--- config.mk ---
export PLATFORM = sky130hd
export DESIGN_NAME = quad_step_gen_flat
export DESIGN_NICKNAME = d
export VERILOG_FILES = /design/src/rtl/quad_step_gen_pkg.sv /design/src/rtl/quad_step_gen_if.sv /design/src/rtl/quad_phase_timer.sv /design/src/rtl/quad_step_gen.sv /design/src/flat_wrapper.sv
export SDC_FILE = /design/constraint.sdc
export NUM_CORES = 1
export LEC_CHECK = 0
export BUFFER_PORTS_ARGS = -buffer_cell sky130_fd_sc_hd__buf_2
export CORE_ASPECT_RATIO = 1.5
export CORE_MARGIN = 8
export CORE_UTILIZATION = 55
export CTS_CLUSTER_SIZE = 30
export DETAILED_ROUTE_END_ITERATION = 12
export PLACE_DENSITY = 0.74
export SYNTH_ARGS = -nofsm -noshare
export SYNTH_HDL_FRONTEND = slang
export SYNTH_SLANG_ARGS = --single-unit
--- constraint.sdc ---
create_clock -name clk -period 2.9 [get_ports clk]
set_input_delay 0.435 -clock clk [delete_from_list [all_inputs] [get_ports clk]]
set_output_delay 0.435 -clock clk [all_outputs]
set_load 0.02 [all_outputs]
--- src/rtl/quad_step_gen_pkg.sv ---
// quad_step_gen_pkg
//   Shared types and constants for the quadrature step generator:
//   FSM state encoding, the left/right {B,A} phase tables and a helper
//   that sizes timer counters from a cycle count.
package quad_step_gen_pkg;

    typedef enum logic [1:0] {
        ST_IDLE   = 2'd0,
        ST_ROTATE = 2'd1,
        ST_PRESS  = 2'd2
    } state_t;

    // {B,A} per phase, entry [0] is phase 0.
    localparam logic [3:0][1:0] LEFT_TABLE  = {2'b00, 2'b01, 2'b11, 2'b10};
    localparam logic [3:0][1:0] RIGHT_TABLE = {2'b00, 2'b10, 2'b11, 2'b01};

    function automatic logic [1:0] phase_ab(input logic left, input logic [1:0] idx);
        return left ? LEFT_TABLE[idx] : RIGHT_TABLE[idx];
    endfunction

    // A 1-cycle timer still needs one counter bit.
    function automatic int cnt_w(input int n);
        return (n < 2) ? 1 : $clog2(n);
    endfunction

endpackage

--- src/rtl/quad_step_gen_if.sv ---
// quad_step_gen_if
//   Command handshake into the step generator.
//   cmd_valid / cmd_ready : valid-ready handshake
//   cmd_left              : 1 = left (decrement), 0 = right
//   cmd_press             : 1 = press command (left/count ignored)
//   cmd_count             : detents to emit
interface quad_step_gen_if #(
    parameter int COUNT_W = 8
);
    logic               cmd_valid;
    logic               cmd_ready;
    logic               cmd_left;
    logic               cmd_press;
    logic [COUNT_W-1:0] cmd_count;

    modport master (output cmd_valid, cmd_left, cmd_press, cmd_count, input cmd_ready);
    modport slave  (input cmd_valid, cmd_left, cmd_press, cmd_count, output cmd_ready);
endinterface

--- src/rtl/quad_phase_timer.sv ---
// quad_phase_timer
//   Loadable down-counter. load reloads CYCLES-1; tc is high while enabled
//   and the count has reached zero, so a load every tc gives a period of
//   exactly CYCLES clocks.
//   clk, reset : clock, synchronous active-high reset
//   load       : reload the counter
//   en         : qualifies the terminal-count output
//   tc         : terminal count
module quad_phase_timer
    import quad_step_gen_pkg::*;
#(
    parameter int CYCLES = 2
) (
    input  logic clk,
    input  logic reset,
    input  logic load,
    input  logic en,
    output logic tc
);
    localparam int            W        = cnt_w(CYCLES);
    localparam logic [W-1:0]  LOAD_VAL = W'(CYCLES - 1);

    logic [W-1:0] cnt;

    always_ff @(posedge clk) begin
        if (reset) begin
            cnt <= '0;
        end else if (load) begin
            cnt <= LOAD_VAL;
        end else if (cnt != '0) begin
            cnt <= cnt - 1'b1;
        end
    end

    assign tc = en && (cnt == '0);
endmodule

--- src/rtl/quad_step_gen.sv ---
// quad_step_gen
//   Emulates a rotary encoder: emits Gray-coded A/B detents in either
//   direction, or holds the push switch for a fixed time.
//   clk, reset   : clock, synchronous active-high reset
//   cmd          : command handshake (slave side)
//   ROTa, ROTb   : registered encoder channels
//   ROTpress     : registered push switch, active high
//   detent_done  : one-cycle pulse on the last cycle of each detent
//
//   state  | meaning
//   IDLE   | ready for a command, outputs at rest
//   ROTATE | stepping through the four phases of each detent
//   PRESS  | ROTpress held for PRESS_CYCLES
module quad_step_gen
    import quad_step_gen_pkg::*;
#(
    parameter int PHASE_CYCLES = 1000,
    parameter int PRESS_CYCLES = 50000,
    parameter int COUNT_W      = 8
) (
    input  logic                  clk,
    input  logic                  reset,
    quad_step_gen_if.slave        cmd,
    output logic                  ROTa,
    output logic                  ROTb,
    output logic                  ROTpress,
    output logic                  detent_done
);
    state_t             state;
    logic [1:0]         phase_idx;
    logic               dir_left;
    logic [COUNT_W-1:0] remaining;

    logic accept, start_rot, start_press;
    logic last_phase, last_detent;
    logic phase_load, phase_en, phase_tc;
    logic press_en, press_tc;

    assign cmd.cmd_ready = (state == ST_IDLE);
    assign accept        = cmd.cmd_valid && (state == ST_IDLE);
    assign start_press   = accept && cmd.cmd_press;
    assign start_rot     = accept && !cmd.cmd_press && (cmd.cmd_count != '0);

    assign last_phase    = (phase_idx == 2'd3);
    assign last_detent   = (remaining <= COUNT_W'(1));
    assign phase_en      = (state == ST_ROTATE);
    assign press_en      = (state == ST_PRESS);

    // Reload at acceptance and at every phase boundary except the final one.
    assign phase_load    = start_rot || (phase_tc && !(last_phase && last_detent));

    assign detent_done   = phase_tc && last_phase;

    quad_phase_timer #(.CYCLES(PHASE_CYCLES)) u_phase_timer (
        .clk   (clk),
        .reset (reset),
        .load  (phase_load),
        .en    (phase_en),
        .tc    (phase_tc)
    );

    quad_phase_timer #(.CYCLES(PRESS_CYCLES)) u_press_timer (
        .clk   (clk),
        .reset (reset),
        .load  (start_press),
        .en    (press_en),
        .tc    (press_tc)
    );

    always_ff @(posedge clk) begin
        if (reset) begin
            state        <= ST_IDLE;
            phase_idx    <= 2'd0;
            dir_left     <= 1'b0;
            remaining    <= '0;
            {ROTb, ROTa} <= 2'b00;
            ROTpress     <= 1'b0;
        end else begin
            case (state)
                ST_IDLE: begin
                    if (start_rot) begin
                        state        <= ST_ROTATE;
                        remaining    <= cmd.cmd_count;
                        dir_left     <= cmd.cmd_left;
                        phase_idx    <= 2'd0;
                        {ROTb, ROTa} <= phase_ab(cmd.cmd_left, 2'd0);
                    end else if (start_press) begin
                        state        <= ST_PRESS;
                        ROTpress     <= 1'b1;
                        {ROTb, ROTa} <= 2'b00;
                    end
                end
                ST_ROTATE: begin
                    if (phase_tc) begin
                        if (!last_phase) begin
                            phase_idx    <= phase_idx + 2'd1;
                            {ROTb, ROTa} <= phase_ab(dir_left, phase_idx + 2'd1);
                        end else begin
                            if (remaining != '0) begin
                                remaining <= remaining - 1'b1;
                            end
                            phase_idx <= 2'd0;
                            if (last_detent) begin
                                state        <= ST_IDLE;
                                {ROTb, ROTa} <= 2'b00;
                            end else begin
                                {ROTb, ROTa} <= phase_ab(dir_left, 2'd0);
                            end
                        end
                    end
                end
                ST_PRESS: begin
                    if (press_tc) begin
                        state    <= ST_IDLE;
                        ROTpress <= 1'b0;
                    end
                end
                default: state <= ST_IDLE;
            endcase
        end
    end
endmodule
--- src/flat_wrapper.sv ---
// flat-port wrapper written by rule: the top's interface ports become plain ports
module quad_step_gen_flat import quad_step_gen_pkg::*;
#(
    parameter int PHASE_CYCLES = 1000,
    parameter int PRESS_CYCLES = 50000,
    parameter int COUNT_W      = 8
)
  (clk, reset, ROTa, ROTb, ROTpress, detent_done, cmd_cmd_valid, cmd_cmd_left, cmd_cmd_press, cmd_cmd_count, cmd_cmd_ready);
  quad_step_gen_if #(.COUNT_W(COUNT_W)) cmd_i ();
  input  logic clk;
  input  logic reset;
  output logic ROTa;
  output logic ROTb;
  output logic ROTpress;
  output logic detent_done;
  input wire logic [$bits(cmd_i.cmd_valid)-1:0] cmd_cmd_valid;
  input wire logic [$bits(cmd_i.cmd_left)-1:0] cmd_cmd_left;
  input wire logic [$bits(cmd_i.cmd_press)-1:0] cmd_cmd_press;
  input wire logic [$bits(cmd_i.cmd_count)-1:0] cmd_cmd_count;
  output wire logic [$bits(cmd_i.cmd_ready)-1:0] cmd_cmd_ready;
  assign cmd_i.cmd_valid = cmd_cmd_valid;
  assign cmd_i.cmd_left = cmd_cmd_left;
  assign cmd_i.cmd_press = cmd_cmd_press;
  assign cmd_i.cmd_count = cmd_cmd_count;
  assign cmd_cmd_ready = cmd_i.cmd_ready;
  quad_step_gen #(.PHASE_CYCLES(PHASE_CYCLES), .PRESS_CYCLES(PRESS_CYCLES), .COUNT_W(COUNT_W)) u_core (.clk(clk), .reset(reset), .cmd(cmd_i), .ROTa(ROTa), .ROTb(ROTb), .ROTpress(ROTpress), .detent_done(detent_done));
endmodule
# Yosys cells after proc, flatten, opt, wreduce, memory -nomap -nowiden
# Cells that the tools add are included.
# totals
input_bits	13
ff_bits	42
wordCells	102
# op_classes
n_eq_ne	12
n_addsub	4
muxes	42
n_lt_le_gt_ge	2
n_reduce_logical	31
# ops
op	n
$mux W16	2
$mux W8	4
$mux W2	14
$mux W10	2
$logic_not A16 Y1	1
$pmux W8 S2	1
$reduce_bool A16 Y1	1
$reduce_bool A8 Y1	2
$sub A16 B1 Y16 const B	1
$ne A2 B1 Y1 const B	7
$mux W1	12
$logic_not A10 Y1	1
$reduce_and A5 Y1	2
$reduce_bool A10 Y1	1
$sub A10 B1 Y10 const B	1
$logic_and A1 B1 Y1	9
$bmux W2 S2	2
$le A8 B1 Y1 const B	1
$reduce_bool A2 Y1	4
$sub A8 B1 Y8 const B	1
$pmux W1 S2	3
$pmux W2 S3	1
$reduce_and A3 Y1	2
$eq A2 B2 Y1 const B	2
12 further kinds	14

# Logic depth before layout (Yosys ltp)
# logic_depth
word_depth	7
depth_mapped	8
depth_no_buf	7

# Modules after synthesis
# Synthesis repeated with hierarchy kept, for this count alone.
# unflattened
cells_unflattened	290
hier_area_um2	2491.1
# modules_own_cells
mod	n_inst	area_per_inst_um2	cells_per_inst	seq_area_each_um2
quad_step_gen	1	1087.3	134	320.3
quad_phase_timer at u_core.u_press_timer	1	864.6	100	320.3
quad_phase_timer at u_core.u_phase_timer	1	539.3	56	200.2

# Worst setup path before layout
# Ideal clock, no wire load.
# synth_timing
path_kind	reg2reg
start	register u_core.u_press_timer.cnt[0]
end	register u_core.u_press_timer.cnt[10]
t_required_ps	2830
arrival_ps	1947
path_slack_ps	882
period_less_slack_ps	2018
path_stages_with_launch	9
path_buffers	1
cell_sequence	dfxtp_1 > inv_1 > ha_1 > or3b_1 > or2_0 > clkbuf_1 > or2_1 > or3_1 > a21oi_1
# synth_via
elab_chain_cells	1
word_cells_on_any_way	2
classes_between	1 x add/sub; 1 x reduce/logical
# synth_lines
element	line_no	text
from (decl)	quad_phase_timer.sv:23	logic [W-1:0] cnt;
from (signal assigned)	quad_phase_timer.sv:31	cnt <= cnt - 1'b1;
$sub A16 B1 Y16 or $reduce_bool A16 Y1 (tied branches)	quad_phase_timer.sv:31, quad_phase_timer.sv:30	
# Several ways; a longest one is shown, not always the timed one.
# A chain may end at the register's enable or synchronous reset.

# Worst setup path in the final report
# layout_timing
start	register u_core.u_phase_timer.cnt[5]
end	output detent_done
# layout_via
elab_chain_cells	3
# layout_lines
element	line_no	text
from (decl)	quad_phase_timer.sv:23	
from (signal assigned)	quad_phase_timer.sv:31	
$logic_not A10 Y1	quad_phase_timer.sv:35	assign tc = en && (cnt == '0);
$logic_and A1 B1 Y1	quad_phase_timer.sv:35	
$logic_and A1 B1 Y1	quad_step_gen.sv:52	assign detent_done = phase_tc && last_phase;
to (decl)	flat_wrapper.sv:15	output logic detent_done;
# No other way between the ends.

==> summary.md <==
| Metric | Value |
|---|---|
| Synth Area in Simple Gates | `27.1%` |
| Initial Util | `56.4%` |
| Gate Count Post-Synth | `280` |
| Post-DP Area | `0.00247 mm²` |
| Count of cell types in the netlist | `52` |
| Tmin final | `2290 ps` |
| Status | `finished clean` |
| Area grow syn2layout | `10.5%` |
| Multiplexer share of the synthesized area | `2.58%` |
| Filler cells | `383` |
| CP arrival | `1850 ps` |
| RePlAce Congestion | `0.871` |
| Synthesized area | `0.00233 mm²` |
| TritonRoute pass-1 iters | `4` |
| Die width | `69.2 µm` |
| Routed WL | `5.23 mm` |
| Clk sinks | `42` |
| Largest net degree at the start of global routing | `25` |
| Worst setup path startpoint | `u_core.u_phase_timer.cnt[5]` |
| Largest area contributor in the netlist | `dfxtp_1` |
| DRC | `0` |
| Clock Path Buffers | `2` |
| Part of the power in registers | `35.9%` |
| Setup bufs post-CTS | `0` |
| Die area | `0.00662 mm²` |
| Synth top area cells | `dfxtp_1 (36%), a21oi_1 (7.1%), nor2_1 (3.4%)` |
| Crit path kind | `flip-flop to output port` |
| Reg2reg start | `u_core.remaining[1]` |
| Multi-input gate area | `0.00141 mm²` |
| FF-to-FF setup slack | `700 ps` |
| RSZ-0062 raised after global routing | `no` |
| Leak | `0.927 nW` |
| Synth Register Bits | `42` |
| Power per cell area | `1010 mW/mm²` |
| Post-synth EDFFs | `0` |
| YS warnings | `0` |
| Via count | `2159` |
| CP max FO | `5` |
| Final setup skew | `6.50 ps` |
| Worst path required time | `2470 ps` |
| CP Capture Point | `detent_done` |
| Synth Area in Adders | `2.68%` |
| Fmax achieved | `437 MHz` |
| Hold Buf Count CTS | `0` |
| Syn Nets | `298` |
| Row count | `29` |
| Combinational group share of total power | `46.7%` |
| CP Launch Type | `flip-flop` |
| Clk_lat worst skew | `290 ps` |
| Die Span Y | `95.8 µm` |
| Mean post-synth cell area | `8.33 µm²` |
| VDD IR-drop max | `0.723 mV` |
| Final slew viol count | `0` |
| Clk pin slew, worst setup/hold paths | `70 ps` |
| First-pass GRT wire length | `8.91 mm` |
| Class of the worst hold path | `input port to flip-flop` |
| Clk pwr share | `17.4%` |
| CTS tree | `done` |
| Htree depth | `2` |
| Number of global-route vias before repair | `2050` |
| TritonCTS buffer count | `5` |
| DR vias/cell | `6.26` |
| XOR/XNOR Fraction of Synth Area | `4.88%` |
| Largest family of logic cells by synthesized area | `simple AND/OR/NAND/NOR gates` |
| Internal power | `1.54 mW` |
| Worst reg2reg path depth | `7` |
| R2R Path End | `u_core.remaining[1]` |
| Max-Cap Viols | `0` |
| Seq. cell area | `841 µm²` |
| Switching Share | `40.4%` |
| Initial DRC Count | `116` |
| Post-route cell area | `0.00258 mm²` |
| Sequential share of the synthesized area | `36.1%` |
| Initial antenna violation count | `0` |
| Port Buf Inserts | `17` |
| Period utilization | `78.9%` |
| I/O pins | `18` |
| Hold Startpoint | `cmd_cmd_left` |
| CTS resizes | `0` |
| Max_slew headroom | `45.1%` |
| Antenna fix cells | `0` |
| Final hold viol count | `0` |
| Setup Total Neg Slack | `0 ps` |
| Grt total ovfl | `0` |
| Post-synth top flop | `dfxtp_1` |
| Post-synth top area share | `36.1%` |
| # setup viols final | `0` |
| Wirelength per Cell | `15.2 µm` |
| Share of cells above drive strength 1 | `13.7%` |
| GR Util All Layers | `16.0%` |
| Final ANT Viol Nets | `0` |
| DP Wirelength | `3.84 mm` |
| Post-synth ARST share | `0%` |
| Core area | `0.00414 mm²` |
| Critical Path End Type | `output port` |
| Slew of the pin with the lowest slew margin | `822 ps` |
| Post-synthesis compound-gate area fraction | `23.1%` |
| Layout Nets | `316` |
| Root Driver | `clkbuf_8` |
| Switching power | `1.05 mW` |
layout make-up:
type                    count  share of cell area [%]
multi-input cells         216                    54.7
inverters                  11                    1.60
repair buffers             22                    4.76
clock buffers               7                    2.96
flip-flops and latches     42                    32.6
well taps                  46                    2.23
clock inverters             1                    1.17
layout by cell type (no fill, tap or decap), types with 3 or more instances in the layout:
master	instances
a211oi_1	5
a21oi_1	33
a31oi_1	6
buf_2	17
buf_4	5
clkbuf_8	5
dfxtp_1	42
ha_1	5
inv_1	11
mux2i_1	6
nand2_1	16
nand2b_1	7
nand3_1	3
nand4b_1	3
nor2_1	21
nor2b_1	5
nor3_1	13
nor3b_1	4
nor4_1	3
o2111ai_1	4
o21ai_0	15
o31ai_1	3
o32ai_1	3
or3_1	7
or4_1	5
or4_4	3
xnor2_1	8
xor2_1	5
cell families (layout without fill, tap and decap cells):
group,after synthesis,count (layout)
compound gates,84,84
xor+xnor,13,13
fa+ha+maj,5,5
buf+inv,22,41
flops,42,42
mux,6,6
simple gates,108,108
how the worst min path moves through the flow:
stage / to / slack [ps] / depth (start not counted)
floorplan: u_core.u_press_timer.cnt[10] / 460 / 2
global placement: u_core.phase_idx[1] / 470 / 2
detailed placement: u_core.phase_idx[1] / 480 / 2
CTS: u_core.dir_left / 440 / 3
global route: u_core.dir_left / 470 / 3
finish: u_core.dir_left / 450 / 3
cells in the mapped netlist (3+ instances only):
library cell,n
or4_1,5
or3_1,7
a21oi_1,33
a211oi_1,5
clkbuf_1,11
xnor2_1,8
ha_1,5
nor2_1,21
nand4b_1,3
xor2_1,5
nor2b_1,5
dfxtp_1,42
nor3b_1,4
nand2b_1,7
a31oi_1,6
nor4_1,3
nand2_1,16
nand3_1,3
inv_1,11
or4_4,3
o31ai_1,3
o21ai_0,15
nor3_1,13
mux2i_1,6
o2111ai_1,4
o32ai_1,3
stage by stage:
| step | utilization, % | setup WS, ps | power (mW) | hold WS [ps] | std cells |
|---|---|---|---|---|---|
| 2_1_floorplan | - | 882 | 1.88 | 458 | 280 |
| 3_3_place_gp | 59.7 | 626 | 2.12 | 473 | 337 |
| 3_5_place_dp | 59.7 | 658 | 2.14 | 483 | 337 |
| 4_1_cts | 62.3 | 626 | 2.60 | 438 | 345 |
| 5_1_grt | 62.3 | 511 | 2.79 | 466 | 345 |
| 6_report | 62.3 | 612 | 2.59 | 452 | 345 |
per-layer routing:
metal | GRT usage [%] | wire length (µm) | part of all wire (%) | up-vias
met5 | 0 | 0 | 0 | -
met4 | 11.7 | 243 | 4.6 | 0
met3 | 3.30 | 156 | 3.0 | 19
met2 | 27.8 | 2630 | 50 | 45
met1 | 17.1 | 2200 | 42 | 1015
li1 | - | - | - | 1080
registers in the layout, summed over array words and instances, names as in the netlist:
register and count:
u_core.u_press_timer.cnt 16, u_core.u_phase_timer.cnt 10, u_core.remaining 8, u_core.phase_idx 2
u_core.state 2, u_core.ROTa 1, u_core.ROTb 1, u_core.ROTpress 1
u_core.dir_left 1
critical path: stages (launching register included):
cell and delay (ps):
dfxtp_1 340, nor3_1 400, nand2_1 210, nor4_1 280, and2_1 170, buf_2 160
power by group through the flow:
stage	Combinational [mW]	Sequential [mW]	Clock, mW
4_1_cts	1.21	0.929	0.461
5_1_grt	1.35	0.957	0.483
2_1_floorplan	0.971	0.908	0
3_3_place_gp	1.18	0.941	0
6_report	1.21	0.931	0.450
3_5_place_dp	1.20	0.941	0
Power figures use the tool's default switching activity.
